File: config.mk
export PLATFORM = sky130hd
export DESIGN_NAME = uart_tx_frame
export DESIGN_NICKNAME = d
export VERILOG_FILES = /design/src/rtl/uart_tx_frame.sv
export SDC_FILE = /design/constraint.sdc
export NUM_CORES = 1
export LEC_CHECK = 0
export ABC_AREA = 0
export BUFFER_PORTS_ARGS = -buffer_cell sky130_fd_sc_hd__buf_2
export CAP_MARGIN = 25
export CORE_MARGIN = 2
export CORE_UTILIZATION = 35
export CTS_CLUSTER_DIAMETER = 200
export DETAILED_ROUTE_END_ITERATION = 6
export MAX_ROUTING_LAYER = met4
export PLACE_DENSITY_LB_ADDON = 0.05
export SLEW_MARGIN = 10
export SYNTH_ARGS = -nofsm -noshare
export SYNTH_HDL_FRONTEND = slang
export SYNTH_SLANG_ARGS = --single-unit
File: constraint.sdc
create_clock -name tx_clk -period 2.4 [get_ports tx_clk]
set_clock_uncertainty 0.05 [all_clocks]
set_input_delay 0.12 -clock tx_clk [delete_from_list [all_inputs] [get_ports tx_clk]]
set_output_delay 0.12 -clock tx_clk [all_outputs]
set_load 0.01 [all_outputs]
File: src/rtl/uart_tx_frame.sv
`default_nettype none
// ============================================================================
// Module   : uart_tx_frame
// Purpose  : Parametrised UART transmitter. It has an internal baud divider,
//            optional even/odd parity, and 1 or 2 stop bits. Words are taken
//            in through a valid/ready handshake and latched when accepted.
// Ports    : tx_clk   - transmit clock, rising-edge active
//            rst_n    - asynchronous active-low reset
//            tx_data  - word to send, sampled only on accept
//            tx_valid - source presents a word on tx_data
//            tx_ready - block can accept a word (IDLE only)
//            tx_out   - registered serial line, idle-high
//            tx_busy  - frame in progress (any state except IDLE)
//            tx_done  - one-cycle pulse on the edge that leaves STOP
// Revision : 1.0 - initial release
// ============================================================================
module uart_tx_frame #(
  parameter int DATA_WIDTH   = 8,
  parameter int CLKS_PER_BIT = 16,
  parameter int PARITY_MODE  = 0,
  parameter int STOP_BITS    = 1
) (
  input  logic                  tx_clk,
  input  logic                  rst_n,
  input  logic [DATA_WIDTH-1:0] tx_data,
  input  logic                  tx_valid,
  output logic                  tx_ready,
  output logic                  tx_out,
  output logic                  tx_busy,
  output logic                  tx_done
);

  // A divider of 1 still needs a 1-bit counter. That counter then sits at 0
  // for good, so every cycle ends a bit.
  localparam int c_BAUD_W = (CLKS_PER_BIT > 1) ? $clog2(CLKS_PER_BIT) : 1;
  localparam int c_BIT_W  = $clog2(DATA_WIDTH + 1);

  localparam logic [c_BAUD_W-1:0] c_BAUD_LAST = c_BAUD_W'(CLKS_PER_BIT - 1);
  localparam logic [c_BIT_W-1:0]  c_DATA_LAST = c_BIT_W'(DATA_WIDTH - 1);
  localparam logic [c_BIT_W-1:0]  c_STOP_LAST = c_BIT_W'((STOP_BITS == 2) ? 1 : 0);

  // PARITY_MODE 3 (and any other value) falls back to no parity.
  localparam logic c_PAR_EN  = (PARITY_MODE == 1) || (PARITY_MODE == 2);
  localparam logic c_PAR_ODD = (PARITY_MODE == 2);

  typedef enum logic [2:0] {
    S_IDLE   = 3'd0,
    S_START  = 3'd1,
    S_DATA   = 3'd2,
    S_PARITY = 3'd3,
    S_STOP   = 3'd4
  } state_t;

  state_t                r_state;
  state_t                w_state_nxt;
  logic [c_BAUD_W-1:0]   r_baud_cnt;
  logic [c_BAUD_W-1:0]   w_baud_nxt;
  logic [c_BIT_W-1:0]    r_bit_cnt;
  logic [c_BIT_W-1:0]    w_bit_nxt;
  logic [DATA_WIDTH-1:0] r_shift;
  logic [DATA_WIDTH-1:0] w_shift_nxt;
  logic                  r_parity;
  logic                  w_parity_nxt;
  logic                  r_tx_out;
  logic                  w_tx_out_nxt;
  logic                  r_done;
  logic                  w_done_nxt;
  logic                  w_bit_end;

  assign w_bit_end = (r_baud_cnt == c_BAUD_LAST);

  // --------------------------------------------------------------------------
  // State and datapath registers
  // --------------------------------------------------------------------------
  always_ff @(posedge tx_clk or negedge rst_n) begin
    if (!rst_n) begin
      r_state    <= S_IDLE;
      r_baud_cnt <= '0;
      r_bit_cnt  <= '0;
      r_shift    <= '0;
      r_parity   <= 1'b0;
      r_tx_out   <= 1'b1;
      r_done     <= 1'b0;
    end else begin
      r_state    <= w_state_nxt;
      r_baud_cnt <= w_baud_nxt;
      r_bit_cnt  <= w_bit_nxt;
      r_shift    <= w_shift_nxt;
      r_parity   <= w_parity_nxt;
      r_tx_out   <= w_tx_out_nxt;
      r_done     <= w_done_nxt;
    end
  end

  // --------------------------------------------------------------------------
  // Next-state and next-output logic. tx_out is computed one bit ahead, so
  // the registered line changes on the same edge as the state.
  // --------------------------------------------------------------------------
  always_comb begin
    w_state_nxt  = r_state;
    w_baud_nxt   = r_baud_cnt;
    w_bit_nxt    = r_bit_cnt;
    w_shift_nxt  = r_shift;
    w_parity_nxt = r_parity;
    w_tx_out_nxt = r_tx_out;
    w_done_nxt   = 1'b0;

    if (r_state != S_IDLE) begin
      w_baud_nxt = w_bit_end ? '0 : r_baud_cnt + 1'b1;
    end

    case (r_state)
      S_IDLE: begin
        w_tx_out_nxt = 1'b1;
        w_baud_nxt   = '0;
        w_bit_nxt    = '0;
        if (tx_valid) begin
          w_shift_nxt  = tx_data;
          w_parity_nxt = (^tx_data) ^ c_PAR_ODD;
          w_state_nxt  = S_START;
          w_tx_out_nxt = 1'b0;
        end
      end

      S_START: begin
        if (w_bit_end) begin
          w_state_nxt  = S_DATA;
          w_bit_nxt    = '0;
          w_tx_out_nxt = r_shift[0];
        end
      end

      S_DATA: begin
        if (w_bit_end) begin
          if (r_bit_cnt == c_DATA_LAST) begin
            w_bit_nxt = '0;
            if (c_PAR_EN) begin
              w_state_nxt  = S_PARITY;
              w_tx_out_nxt = r_parity;
            end else begin
              w_state_nxt  = S_STOP;
              w_tx_out_nxt = 1'b1;
            end
          end else begin
            // Bit 0 is always the one on the line, so the next bit is
            // shift[1]. DATA_WIDTH is at least 5, so that index is in range.
            w_bit_nxt    = r_bit_cnt + 1'b1;
            w_tx_out_nxt = r_shift[1];
            w_shift_nxt  = r_shift >> 1;
          end
        end
      end

      S_PARITY: begin
        if (w_bit_end) begin
          w_state_nxt  = S_STOP;
          w_bit_nxt    = '0;
          w_tx_out_nxt = 1'b1;
        end
      end

      S_STOP: begin
        w_tx_out_nxt = 1'b1;
        if (w_bit_end) begin
          if (r_bit_cnt == c_STOP_LAST) begin
            w_state_nxt = S_IDLE;
            w_bit_nxt   = '0;
            w_done_nxt  = 1'b1;
          end else begin
            w_bit_nxt = r_bit_cnt + 1'b1;
          end
        end
      end

      default: begin
        w_state_nxt  = S_IDLE;
        w_baud_nxt   = '0;
        w_bit_nxt    = '0;
        w_tx_out_nxt = 1'b1;
      end
    endcase
  end

  assign tx_out   = r_tx_out;
  assign tx_done  = r_done;
  assign tx_ready = (r_state == S_IDLE);
  assign tx_busy  = (r_state != S_IDLE);

endmodule
`default_nettype wire

Yosys cells after proc, flatten, opt, wreduce, memory -nomap -nowiden
Cells that the tools add are included.
{"block": "word_totals", "register_bits": 21, "elab_cells": 64, "input_bits": 11, "output_inout_bits": 4}
{"block": "op_classes", "mux": 30, "n_eq_ne": 16, "addsub": 2, "n_reduce_logical": 10}
{"op": "$mux W4", "count": 8}
{"op": "$mux W8", "count": 3}
{"op": "$mux W3", "count": 7}
{"op": "$ne A2 B2 Y1 const B", "count": 8}
{"op": "$pmux W8 S2", "count": 1}
{"op": "$pmux W3 S5", "count": 1}
{"op": "$pmux W4 S3", "count": 1}
{"op": "$add A4 B1 Y4 const B", "count": 2}
{"op": "$mux W1", "count": 8}
{"op": "$reduce_and A7 Y1", "count": 1}
{"op": "$eq A3 B2 Y1 const B", "count": 2}
{"op": "$reduce_and A3 Y1", "count": 2}
{"op": "$eq A4 B3 Y1 const B", "count": 1}
{"op": "$eq A4 B4 Y1 const B", "count": 1}
{"op": "$logic_not A4 Y1", "count": 1}
{"op": "$ne A2 B1 Y1 const B", "count": 2}
{"op": "$pmux W1 S4", "count": 1}
{"op": "$reduce_and A4 Y1", "count": 1}
{"op": "$reduce_or A4 Y1", "count": 1}
{"op": "$eq A3 B1 Y1 const B", "count": 1}
{"op": "$eq A3 B3 Y1 const B", "count": 1}
{"op": "$logic_not A3 Y1", "count": 1}
{"op": "$reduce_bool A3 Y1", "count": 1}
{"op": "$reduce_bool A2 Y1", "count": 1}
{"op": "$reduce_or A2 Y1", "count": 1}

Depth between registers and ports, before layout
{"block": "logic_depth", "depth_word": 4, "depth_mapped": 7, "mapped_depth_nobuf": 6}

Worst setup path before layout
No wires, ideal clock.
{"block": "synth_timing", "path_type": "flip-flop to flip-flop", "start": "reg r_state[2]", "end": "reg r_shift[0]", "path_slack_ns": 0.503, "n_path_buf": 2, "path_stages_with_launch": 6, "arrival_time_ns": 1.723, "setup_time_ns": 0.125, "cell_sequence": "dfrtp_1 buf_6 nor3b_2 clkbuf_1 mux2_2 mux2_2"}
{"block": "synth_between", "elab_chain_cells": 3, "elab_cells_between_ends": 8, "cone_classes": "eq/ne: 4; mux: 1; reduce/logical: 3"}
{"item": "from (decl)", "line": "54", "rtl": "state_t r_state;"}
{"item": "from (signal assigned)", "line": "85", "rtl": "r_state <= w_state_nxt;"}
{"item": "$eq A3 B2 Y1 / $logic_not A3 Y1 (equally long branches)", "line": "112", "rtl": "case (r_state)"}
{"item": "$ne A2 B2 Y1 (no source line) / $reduce_bool A2 Y1 (equally long branches)"}
{"item": "$reduce_and A4 Y1 (no source line)"}
{"item": "to (signal assigned)", "line": "88", "rtl": "r_shift <= w_shift_nxt;"}
{"item": "to (decl)", "line": "60", "rtl": "logic [DATA_WIDTH-1:0] r_shift;"}
Parallel ways exist; a longest one is shown, timed or not.
A chain may end at the register's enable or synchronous reset.

Final worst setup path
{"block": "layout_timing", "start": "reg r_state[0]", "end": "reg r_shift[1]"}
The elaborated chain is that of the path after synthesis.

==> results.md <==
Status:
- The flow ran to the end, and the final reports show no timing, DRC or antenna violations.

Logic synthesis:
- By area the synthesized netlist is led by dfrtp_1, mux2_2, ha_1, nor2_1, dfstp_2.
- The xor/xnor cell area share of the yosys netlist is 0.0234.
- After synthesis, the largest family of logic cells by area is simple AND/OR/NAND/NOR gates.
- The cell area that synthesis handed to floorplanning was 1120 µm².
- Summed over all instances, the cell type with the most area after synthesis is dfrtp_1.
- The average footprint of a synthesized cell is 11.1 µm².
- The fraction of the mapped netlist area in compound gates is 0.100.
- The area share of the largest cell type after synthesis is 0.445.
- The post-synthesis mux area share is 0.150.
- Counting every net in the synthesized netlist gives 115.
- Of the total synthesized cell area, the portion taken by AND, OR, NAND and NOR gates is 0.160.
- In the synthesized netlist, the number of instances is 101.
- The most used flip-flop cell after synthesis is dfrtp_1.
- Yosys mapped the design onto 36 distinct sky130hd cell types.
- The Yosys step of the flow raised 0 warnings.
- The proportion of synthesized chip area in sequential cells is 0.469.
- The number of register bits inferred by synthesis is 21.
- The async set or reset register ratio after synthesis is 1.00.
- The number of enable-type register cells in the synthesized netlist is 0.
- The post-synthesis share of cell area spent on full adders, half adders and majority gates is 0.0334.

Clocking:
- CTS placed an instance of clkbuf_4 at the clock tree root.
- The clock-pin transition on the worst setup and hold timing paths is 130 ps.
- The number of sinks on the clock net is 21.
- TritonCTS built the clock tree.
- The buffer depth of the longest clock path is 2.
- For the worst-skew pair, the clock arrives at the later sink with an insertion delay of 300 ps.
- The number of clock buffers added by TritonCTS is 3.
- CTS built an H-tree with a depth of 1.

Placed design:
- The wire-length estimate of the detail-placed layout is 1540 µm.
- The worst-case setup slack after placement is 418 ps.
- The number of instances in the placed design is 156.
- The final RePlAce weighted congestion is 0.731.
- Input and output buffers added on the ports amount to 14.

Die:
- The area of the core is 3050 µm².
- The die is 60.7 µm tall.
- The die covers 3680 µm².
- The number of placement rows is 20.
- The total I/O pin count is 15.
- The initial core utilization is 0.368.
- The floorplan step set the die width to 60.7 µm.

Timing:
- The worst slew slack as a fraction of its limit is 0.683.
- The number of failing hold endpoints at the final stage is 0.
- The final count of pins violating max slew is 0.
- Based on the critical path, the design can be clocked at up to 503 MHz.
- The post-route setup TNS is 0 ps.
- Setup repair after global routing left no endpoint under its margin.
- Of the available clock period, the critical path in the final layout requires 0.829.
- The number of failing setup endpoints in the final timing report is 0.
- Across all setup checks in the final design, the least slack found is 410 ps.
- The time the worst path needs with I/O delays and setup is 1990 ps.
- The transition time at the pin with the least slew margin is 476 ps.
- Hold timing on the final database bottoms out at a slack of 23.0 ps.

Setup path:
- The required time reported for the critical path endpoint is 2550 ps.
- The worst setup path is launched from a flop.
- Together, buffers and inverters on the worst path number 1.
- In this run the worst path has a maximum fanout of 8.
- On the worst path, the slowest cell contributes a delay of 540 ps.
- By startpoint and endpoint, the worst setup path is classified as flop to flop.
- The worst setup path is captured at a flop.
- Among cell families on the critical path, the largest total delay comes from simple AND/OR/NAND/NOR gates.
- Traced cell by cell, the critical path runs through or3_1, clkinv_8, nand2_4, a22oi_4, mux2_2.
- The standard cell with the maximum stage delay on the critical path is or3_1.
- Data on the critical path arrives at its endpoint at 2140 ps.

Power:
- For this design the ratio of total power to cell area is 447 nW/µm².
- VDD sags by at most 0.219 mV.
- The leakage dissipation is 0.587 nW.

Detailed routing:
- Dividing the detail-routed wire length by the instance count gives 12.8 µm.
- The number of nets with antenna violations after detailed routing is 0.
- The vias after detailed routing is 767.
- In this run, the number of DRC markers left after iteration 0 of detailed routing was 19.
- After detailed routing, the number of remaining DRC violations is 0.
- The detailed-route wire length is 2060 µm.
- The number of vias per cell is 4.76.
- For this run, the detailed router's first-pass iteration total came to 6.

Run:
- Max-cap violations in this run came to 0.

Global route:
- The largest net degree at the start of global routing is 22.
- The number of global-route vias before repair was 837.
- The total grt overflow is 0.
- The first global-routing pass estimated 3810 µm of wire.
- The number of antenna violations at the first check in global routing came to 0.
- For this run, the total global-route usage over all layers was measured as 0.142.

Cells and area:
- The final layout contains 132 nets.
- Of the cells placed in the final design, the portion with a size suffix greater than 1 is 0.368.
- The count of cells in the finished layout, fillers not included, comes to 161.
- The number of antenna diodes in the final layout is 0.
- The final design utilization is 0.414.
- Relative to the synthesized area, the layout overhead comes to 12.6%.

Worst hold path:
- The path type of the worst min-delay path is input port to flop.
[final timing paths]
kind | start | to | slack, ps | cells past startpoint
worst max-delay path | r_state[0] | r_shift[1] | 410 | 5
worst min-delay path | tx_data[7] | r_shift[7] | 20 | 3
worst max register to register | r_state[0] | r_shift[1] | 410 | 5
worst min register to register | r_baud_cnt[0] | r_baud_cnt[0] | 430 | 1
max in group asynchronous | rst_n | tx_out | 1700 | 2
min in group asynchronous | rst_n | r_baud_cnt[3] | 250 | 2
[state kept, by name, indices dropped and copies added, names as in the netlist]
register,cells
r_shift,8
tx_done,1
r_bit_cnt,4
r_baud_cnt,4
r_state,3
tx_out,1
[tightest hold or removal path: cells and delay by family]
family	cells	cell delay (ps)
buffers and inverters	2	140
AOI/OAI and AO/OA	1	90
[report_power, final]
group	internal (mW)	switching, mW
combinational	0.0143	0.0133
clock	0.0621	0.113
sequential	0.360	0.00286
[metrics by stage]
step / cell area (µm²) / power, mW
global placement: 1230 / 0.396
CTS: 1260 / 0.576
finish: 1260 / 0.566
global route: 1260 / 0.599
floorplan: 1120 / 0.378
detailed placement: 1230 / 0.396
[per-layer routing]
layer	part of all wire	up-vias	track usage
li1	-	386	-
met1	0.50	370	0.193
met2	0.45	9	0.214
met3	0.037	2	0.0213
met4	0.0073	0	0.0559
met5	0	-	-
[cells by family (layout without fill, tap and decap cells)]
| logic type | Yosys count | count (layout) |
|---|---|---|
| buffers and inverters | 11 | 27 |
| AOI/OAI and AO/OA | 15 | 15 |
| muxes | 15 | 15 |
| xor gates and xnor gates | 3 | 3 |
| adders and majority gates | 3 | 3 |
| and+or+nand+nor | 33 | 33 |
| DFF | 21 | 21 |
[cells in the mapped netlist (2+ instances only)]
| cell | n |
|---|---|
| and3_2 | 2 |
| buf_6 | 2 |
| nand3_1 | 5 |
| nor2_1 | 8 |
| inv_1 | 5 |
| a31oi_1 | 2 |
| nor3_1 | 2 |
| a21oi_1 | 4 |
| xor2_1 | 2 |
| or3_1 | 2 |
| dfrtp_1 | 20 |
| mux2_2 | 15 |
| nand2_1 | 7 |
| ha_1 | 3 |
[cells in the final DEF (no fill, tap or decap), types with 2 or more instances in the layout]
cell and n:
a31oi_1 2, inv_1 5, clkbuf_4 3, dfrtp_1 20, mux2_2 15, or3_1 2
buf_2 14, nand3_1 5, nand2_1 7, nor2_1 8, ha_1 3, xor2_1 2
and3_2 2, nor3_1 2, a21oi_1 4, buf_4 2
[cell type report]
cell class / instances / area [µm²]
tap: 44 / 55.1
clock inverter: 1 / 5.00
clock buffer: 3 / 22.5
multi-input combinational: 69 / 526
inverter: 6 / 35.0
fill: 317 / 1790
sequential: 21 / 527
timing repair buffer: 17 / 95.1
[what timing repair did]
item	in CTS	in global routing
buffers inserted	0	0
gates resized for setup	0	0
hold buffers	1	0
hold endpoints to repair	20	0
Note: power is estimated with default switching activity, not from simulation.
